**src/rtl/micro_sequencer.sv**
```systemverilog
// Microprogrammed sequencer: control store plus two opcode dispatch tables, all loadable at run time.
// Optional MICROSEQ_STALL_EN adds a stall input that freezes the micro-state and suppresses instr_done.
module micro_sequencer #(
  parameter int UW = 17,
  parameter int SW = 4,
  parameter int OW = 6
) (
  input  logic          clk,
  input  logic          reset_n,
  input  logic [OW-1:0] opcode,
`ifdef MICROSEQ_STALL_EN
  input  logic          stall,
`endif
  input  logic          wr_en,
  input  logic [1:0]    wr_sel,
  input  logic [OW-1:0] wr_addr,
  input  logic [UW-1:0] wr_data,
  output logic [SW-1:0] state,
  output logic [UW-1:0] microinstruction,
  output logic          instr_done
);

  localparam int CS_DEPTH = 2 ** SW;
  localparam int DT_DEPTH = 2 ** OW;

  logic [UW-1:0] r_cstore [CS_DEPTH];
  logic [SW-1:0] r_dt1    [DT_DEPTH];
  logic [SW-1:0] r_dt2    [DT_DEPTH];
  logic [SW-1:0] r_state;
  logic          r_done;
  logic [SW-1:0] w_next;
  logic          w_hold;

`ifdef MICROSEQ_STALL_EN
  assign w_hold = stall;
`else
  assign w_hold = 1'b0;
`endif

  assign state            = r_state;
  assign instr_done       = r_done;
  assign microinstruction = r_cstore[r_state];

  // The low two bits of the current word choose where the sequence goes next.
  always_comb begin
    w_next = '0;
    case (microinstruction[1:0])
      2'b00:   w_next = '0;
      2'b01:   w_next = r_dt1[opcode];
      2'b10:   w_next = r_dt2[opcode];
      default: w_next = r_state + {{(SW-1){1'b0}}, 1'b1};
    endcase
  end

  always_ff @(posedge clk or negedge reset_n) begin
    if (!reset_n) begin
      r_state <= '0;
      r_done  <= 1'b0;
    end else if (w_hold) begin
      r_done  <= 1'b0;
    end else begin
      r_state <= w_next;
      r_done  <= (w_next == '0);
    end
  end

  // Arrays are never reset and load independently of stall; reads above see pre-edge contents.
  always_ff @(posedge clk) begin
    if (wr_en) begin
      case (wr_sel)
        2'b00:   r_cstore[wr_addr[SW-1:0]] <= wr_data;
        2'b01:   r_dt1[wr_addr]            <= wr_data[SW-1:0];
        2'b10:   r_dt2[wr_addr]            <= wr_data[SW-1:0];
        default: ;
      endcase
    end
  end

endmodule
```
**config.mk**
```make
export PLATFORM = sky130hd
export DESIGN_NAME = micro_sequencer
export DESIGN_NICKNAME = d
export VERILOG_FILES = /design/src/rtl/micro_sequencer.sv
export SDC_FILE = /design/constraint.sdc
export NUM_CORES = 1
export LEC_CHECK = 0
export BUFFER_PORTS_ARGS = -buffer_cell sky130_fd_sc_hd__buf_2
export CAP_MARGIN = 0
export CORE_MARGIN = 2
export CORE_UTILIZATION = 37
export DETAILED_ROUTE_END_ITERATION = 16
export SETUP_SLACK_MARGIN = 0.1
export SLEW_MARGIN = 15
export SYNTH_ARGS = -nofsm -noshare
export SYNTH_HDL_FRONTEND = slang
export SYNTH_SLANG_ARGS = --single-unit
export TNS_END_PERCENT = 10
```
**constraint.sdc**
```tcl
create_clock -name clk -period 3.3 [get_ports clk]
set_input_delay 0.33 -clock clk [delete_from_list [all_inputs] [get_ports clk]]
set_output_delay 0.33 -clock clk [all_outputs]
set_load 0.005 [all_outputs]
```
# After elaboration in Yosys (flattened, before gate mapping)

Memories as Yosys holds them, arrays and structs flattened.
Index checks and enable logic that the tools add are counted.

Register bits after elaboration: 5
Memory bits (writable): 784
Bits of input ports: 34
Output and inout bits: 22
Memories kept: 3

Memory list:

| name     | words | bits a word | read ports | clocked after Yosys merged registers in | wr ports | line | RTL |
|---|---|---|---|---|---|---|---|
| r_cstore | 16    | 17          | 1          | 0                                       | 1        | 26   | `logic [UW-1:0] r_cstore [CS_DEPTH];` |
| r_dt1    | 64    | 4           | 1          | 0                                       | 1        | 27   | `logic [SW-1:0] r_dt1 [DT_DEPTH];` |
| r_dt2    | 64    | 4           | 1          | 0                                       | 1        | 28   | `logic [SW-1:0] r_dt2 [DT_DEPTH];` |

Add/subtract/negate cells: 1
Equality and inequality tests: 4
Muxes and demuxes: 10
Reductions and logical operators: 3

Operators with widths:

| operator              | number |
|---|---|
| $pmux W4 S3           | 1 |
| $mux W1               | 9 |
| $add A4 B1 Y4 const B | 1 |
| $eq A2 B1 Y1 const B  | 2 |
| $eq A2 B2 Y1 const B  | 2 |
| $logic_not A2 Y1      | 2 |
| $logic_not A4 Y1      | 1 |

# Longest topological paths before layout

Gate-level depths: netlist (run 1).

Depth after elaboration: 4
Gate-level depth with buffers: 11
Gate-level depth less buffers: 7

# Least setup slack after synthesis (run 1)

Ideal clock, no wire load.

Kind: reg-to-output
Start: reg r_state[0], in the netlist state[0]
End: out microinstruction[16]
Arrival time: 2.307 ns
Required time: 2.970 ns
Slack: 0.663 ns
Cell stages (with the launch flop): 6
Path buffers: 3
Path through: dfrtp_1 -> buf_4 -> buf_4 -> buf_1 -> mux4_2 -> mux4_2

Longest elaborated chain between the ends: 1

RTL lines:

| item                   | line | RTL |
|---|---|---|
| from (decl)            | 29   | `logic [SW-1:0] r_state;` |
| from (signal assigned) | 62   | `r_state <= w_next;` |
| $mem_v2 Z16 W17        | --   |  |
| to (decl)              | 19   | `output logic [UW-1:0] microinstruction,` |

Every way passes these cells.

# Worst setup path after layout (run 1)

Start: reg r_state[0], in the netlist state[0]
End: out microinstruction[7]

The elaborated chain is that of the path after synthesis.

==> metrics.txt, run 1 <==
PD cells 661 nW/um2; Syn. warnings 0; Avg Cell Area, Syn 21.4 um2; Post-synth EDFFs 784; placed inst area 32700 um2; CTS Buffer Depth 3; vias in the first global route 15.5k; number of port buffers 55; Worst setup EP type primary output; core area 82200 um2; vias per inst 5.49; WL/cell 26.3 um; initial antenna violation count 0; max-slew violations 0; Req. time, crit path 2.97 ns; hpwl dp 42900 um; Setup Crit Path Kind register to primary output; Mapped Cells 1435; setup_tns 0 ns; H-tree Lvls 3; critical path launch point type register; Skew-Pair Late Insertion Delay 0.63 ns; CTS sink count 789; diode count 0; Die ar. 85500 um2; initial drt markers 1545; iteration count of the initial detailed-routing pass 5; ratio of cells with drive above 1 in the final layout 28.8%; FF+latch count, synth 789; Final Critical Period 3.10 ns; ANT nets after route 0; vias post-DR 14.8k; die extent in x 292 um; Pleak 10.9 nW; TritonCTS clock tree done; CTS Buf Count 82; Rel. slew slack 26.8%; Post-Layout Inst Area 35500 um2; Mapped Nets 1470; Area Overhead vs Synth 15.3%; worst slew pin tran 1.09 ns; first-pass GRT wire length 105000 um; GPL Wtd Cong 0.853; # IOs 56; worst vdd ir 0.402 mV; Worst Path Arrival 2.77 ns; MaxCap Viol Count 0; initial core utilization 37.4%; GR Overflow Total 0; GRT Total Usage 16.7%; area of the multi-input gates 6690 um2; WL final 70900 um; largest net degree at the start of global routing 145; FFs w/ async S/R, synth 0.634%; fin crit share 93.9%; synthesized area 30800 um2; status completed; # DRC 0; Hold WC Path Type input port to register; clk slew on worst S/H paths 0.06 ns; fmax 323 MHz; Die H 292 um; Clock Skew 0.0437 ns; Max FO, Critical Path 32; Rows 105; FF/Latch Area 23700 um2; clk root buf clkbuf_16; fillcell total 7030; hold slack 0.0718 ns; endpoints failing hold 0; fin nets 1600; RSZ-0062 raised after global routing yes; Top FF cell, synth edfxtp_1; Setup Viol. Count Final 0; Synth cell types 50; register area share after synthesis 76.9%
-- layout make-up --
class	instances	share of cell area, %
Inverter	2	0.0212
Tap cell	1070	3.77
Clock inverter	57	1.71
Timing Repair Buffer	128	2.91
Multi-Input combinational cell	562	18.9
Clock buffer	93	5.96
Sequential cell	789	66.7
-- state kept, by name, summed over array words and instances, names as in the netlist --
name	count
r_cstore	272
r_dt1	256
r_dt2	256
state	4
instr_done	1
-- placed cells by master, fill, tap and decap left out, types with 3 or more instances in the layout --
master	synthesis	layout
buf_4	3	61
buf_2	11	49
buf_12	3	14
o221ai_1	4	4
nor2b_1	15	15
nand4b_1	3	3
clkinv_2	0	15
mux4_2	196	196
and2_1	3	3
clkbuf_1	37	10
nand3_1	23	23
a22oi_1	38	38
bufinv_16	0	10
o21ai_0	3	3
edfxtp_1	784	784
dfrtp_1	5	3
o22ai_1	7	7
clkinv_1	1	21
inv_16	0	3
inv_6	0	5
nor2_2	0	16
a21oi_1	25	25
nand2b_1	5	5
mux2i_1	14	14
clkbuf_16	0	83
nand2_1	23	23
nor2_1	157	141
mux4_1	14	14
-- kinds of logic (layout without fill, tap and decap cells) --
| logic type | after synthesis | after routing | synth area share [%] |
|---|---|---|---|
| DFF | 789 | 789 | 76.9 |
| muxes | 226 | 226 | 16.1 |
| AOI/OAI and AO/OA | 91 | 91 | 2.02 |
| xor gates and xnor gates | 2 | 2 | 0.0569 |
| and+or+nand+nor | 242 | 242 | 3.43 |
| adders and majority gates | 1 | 1 | 0.0407 |
| buffers and inverters | 84 | 280 | 1.46 |
-- routing by layer --
layer	share of wire, %	vias up	track usage, %
li1	-	6261	-
met1	43	7919	23.4
met2	48	536	26.6
met3	6.5	125	3.18
met4	2.5	0	5.18
met5	0	-	0
-- Yosys cell counts (all sizes together), types with 2 or more instances --
library cell    n  share of area (%)
a211oi          2              0.049
a21oi          25               0.41
a22oi          39               0.97
and2            3              0.061
buf            45               0.98
clkbuf         37               0.45
dfrtp           5               0.41
edfxtp        784                 77
mux2            2              0.073
mux2i          14               0.46
mux4          210                 16
nand2          24               0.30
nand2b          5               0.10
nand3          23               0.37
nand3b          2              0.049
nand4b          3              0.085
nor2          157                1.9
nor2b          15               0.30
nor4            3              0.081
o21ai           4              0.065
o221ai          4               0.11
o22a            2              0.057
o22ai           7               0.14
o41ai           2              0.057
or2             2              0.041
-- worst max-delay path, cell delays in order, from the launching register on --
cell and delay (ns):
dfrtp_4 0.59, buf_12 0.30, mux4_2 0.55, mux4_2 0.50, buf_2 0.15
-- report_power, final --
group | internal, mW | leakage [nW] | switching, mW
Clock | 5.44 | 1.33 | 3.88
Sequential | 11.1 | 7.11 | 0.106
Combinational | 1.45 | 2.50 | 1.49
-- through the flow --
| stage | std cells | total power, mW | worst slack, ns | utilization [%] |
|---|---|---|---|---|
| final | 2701 | 23.5 | 0.202 | 43.1 |
| after global routing | 2701 | 24.3 | 0.0828 | 43.1 |
| after CTS | 2701 | 23.7 | 0.0841 | 43.1 |
| after detailed placement | 2550 | 14.4 | 0.197 | 39.8 |
| after global placement | 2550 | 14.3 | 0.216 | 39.8 |
| after floorplan | 1435 | 13.3 | 0.663 | - |
-- path summary, 6_finish.rpt --
| kind | from | to | slack [ns] | cells after the start |
|---|---|---|---|---|
| setup / recovery | state[0] | microinstruction[7] | 0.20 | 4 |
| hold / removal | wr_data[16] | r_cstore[15][16] | 0.07 | 1 |
| setup reg to reg | state[0] | instr_done | 0.28 | 7 |
| hold reg to reg | r_dt1[24][2] | state[2] | 1.01 | 5 |
| max in group asynchronous | reset_n | state[0] | 3.04 | 2 |
| min in group asynchronous | reset_n | state[0] | 0.11 | 2 |
-- what timing repair did --
item | in CTS | in global routing
setup endpoints to repair | 12 | 7
setup buffers | 0 | 0
hold buffers | 1 | 0
endpoints found under the hold margin | 5 | 0
gates resized for setup | 4 | 2
(Power assumes the default switching activity.)
==> run 2: changes to the inputs <==
- CORE_ASPECT_RATIO: default -> 0.75
==> run 2 against run 1 <==
  * Count of clock-buffer cells in the layout rose by 4
  * Routed wire length rose by 4.7%
  * Global-route usage rose by 0.76 points
  * Design area fell by 0.23%
  * Setup slack improved by 0.0049 ns
  * Register-to-register slack improved by 0.11 ns
  * Final cell count rose by 1.9%
  * Sequential power barely moved
==> metrics.txt, run 2 (synthesis gave the netlist of run 1 again) <==
WL final 74300 um (+4.7%); initial core utilization 37.4% (about the same); Worst setup EP type primary output; status completed; hpwl dp 45600 um (+6.2%); PD cells 649 nW/um2 (-1.9%); Rows 91 (-13%); RSZ-0062 raised after global routing no; ANT nets after route 0 (unchanged); initial drt markers 1816 (+18%); # DRC 0 (unchanged); Worst Path Arrival 2.76 ns (about the same); Final Non-Filler Cells 2752 (+1.9%); TritonCTS clock tree done; worst vdd ir 0.366 mV (-9.1%); CTS sink count 789 (unchanged); Worst path top cell family by delay multiplexers; die extent in x 337 um (+15%); number of buffers and inverters on the critical path 2 (unchanged); slowest stage delay, CP 0.56 ns (-0.03 ns); hold slack 0.0732 ns (+0.00140 ns); worst slew pin tran 1.07 ns (-0.0256 ns); Tot Pwr 23.0 mW (-2.1%); CTS Buf Count 77 (-6.1%); max FFs per register 272 (unchanged); Req. time, crit path 2.97 ns (about the same); commonest non-fill, non-tap cell in the layout edfxtp_1; clk root buf clkbuf_16; largest net degree at the start of global routing 84 (-42%); Setup Viol. Count Final 0 (unchanged); Setup Crit Path Kind register to primary output; vias in the first global route 15.3k (-1.3%); MaxCap Viol Count 0 (unchanged); Clock Skew 0.0125 ns (-0.0312 ns); critical-path cell list buf_16 -> mux4_2 -> mux4_2 -> buf_2; core area 82300 um2 (about the same); routed wl met2 32800 um (-3.9%); Skew-Pair Late Insertion Delay 0.63 ns (about the same); highest-count cells in the layout ignoring fill and taps 784 x edfxtp_1, 196 x mux4_2, 141 x nor2_1; hold path depth 1 (unchanged); most frequent CP cell mux4_2; GRT Total Usage 17.4% (+0.76 points); critical path launch point type register; Die ar. 85500 um2 (about the same); Met3 Wirelength 7040 um (+53%); M1 wire length 33000 um (+8.8%); Area Overhead vs Synth 15.0%; number of port buffers 55 (unchanged); top layer in use met5; vias post-DR 15.2k (+2.1%); clk slew on worst S/H paths 0.06 ns (about the same); endpoints failing hold 0 (unchanged); CTS Buffer Depth 3 (unchanged); Hold Path Sink r_cstore[11][5]; Rel. slew slack 28.6% (+1.8 points); # IOs 56 (unchanged); vias per inst 5.51 (+0.20%); Inst Count DP 2601 (+2.0%); setup_tns 0 ns (unchanged); Max FO, Critical Path 37 (+16%); Final Critical Period 3.09 ns (-0.00490 ns); Hold WC Path Type input port to register; min-delay src wr_data[5]; first-pass GRT wire length 106000 um (+1.5%); H-tree Lvls 3 (unchanged); fin crit share 93.7% (-0.15 points); Slowest-stage cell, CP dfrtp_4; ratio of cells with drive above 1 in the final layout 28.6% (-0.15 points); R2R Setup Slk 0.39 ns (+0.11 ns); fillcell total 7017 (-0.18%); reg-to-reg endpoint instr_done; cells on worst reg2reg path 8 (+1); Die H 254 um (-13%); fmax 323 MHz (+0.16%); fin nets 1608 (+0.50%); reg-to-reg startpoint state[0]; diode count 0 (unchanged); max-slew violations 0 (unchanged); GPL Wtd Cong 0.861 (+0.96%); WL/cell 27.0 um (+2.8%); Pleak 10.9 nW (-0.56%); initial antenna violation count 3 (+3); iteration count of the initial detailed-routing pass 5 (unchanged); GR Overflow Total 0 (unchanged)
==> run 2: power breakdown <==
part,leakage [nW],internal (mW),total (mW),switching [mW]
combinational,2.57,1.52,3.04,1.52
clock,1.20,4.92,8.66,3.74
sequential,7.11,11.1,11.3,0.174
==> run 2: layout make-up <==
type | instances | area (um2) | share of cell area (%)
Timing Repair Buffer | 141 | 1140 | 3.22
Tap cell | 1116 | 1400 | 3.95
Clock inverter | 45 | 462 | 1.30
Inverter | 2 | 7.51 | 0.0212
Multi-Input combinational cell | 562 | 6690 | 18.9
Clock buffer | 97 | 2010 | 5.69
Sequential cell | 789 | 23700 | 66.9
==> run 2: routing by layer <==
| layer | vias to the layer above | GRT usage (%) |
|---|---|---|
| met2 | 677 | 25.2 |
| met5 | - | 0.805 |
| met4 | 6 | 3.94 |
| li1 | 6286 | - |
| met3 | 98 | 5.08 |
| met1 | 8084 | 26.1 |
==> run 2: worst max-delay path by stage <==
stage	startpoint	to	depth (start not counted)
after global placement	opcode[0]	instr_done	10
final	state[0]	microinstruction[8]	4
after floorplan	state[0]	microinstruction[16]	5
after CTS	state[0]	microinstruction[8]	4
after detailed placement	opcode[0]	instr_done	10
after global routing	state[0]	microinstruction[8]	4
==> run 2: what timing repair did <==
action | CTS | global route
hold buffers | 1 | 0
endpoints found under the hold margin | 5 | 0
pin swaps | 0 | 0
gates resized for setup | 3 | 1
setup endpoints to repair | 8 | 15
setup buffers | 0 | 8
==> run 2: metrics by stage <==
| stage | utilization [%] | cell area, um2 | setup slack [ns] |
|---|---|---|---|
| after detailed placement | 39.9 | 32800 | 0.262 |
| after global routing | 43.0 | 35400 | 0.109 |
| after CTS | 42.9 | 35300 | 0.0941 |
| final | 43.0 | 35400 | 0.207 |
| after global placement | 39.9 | 32800 | 0.340 |
| after floorplan | - | 30800 | 0.663 |
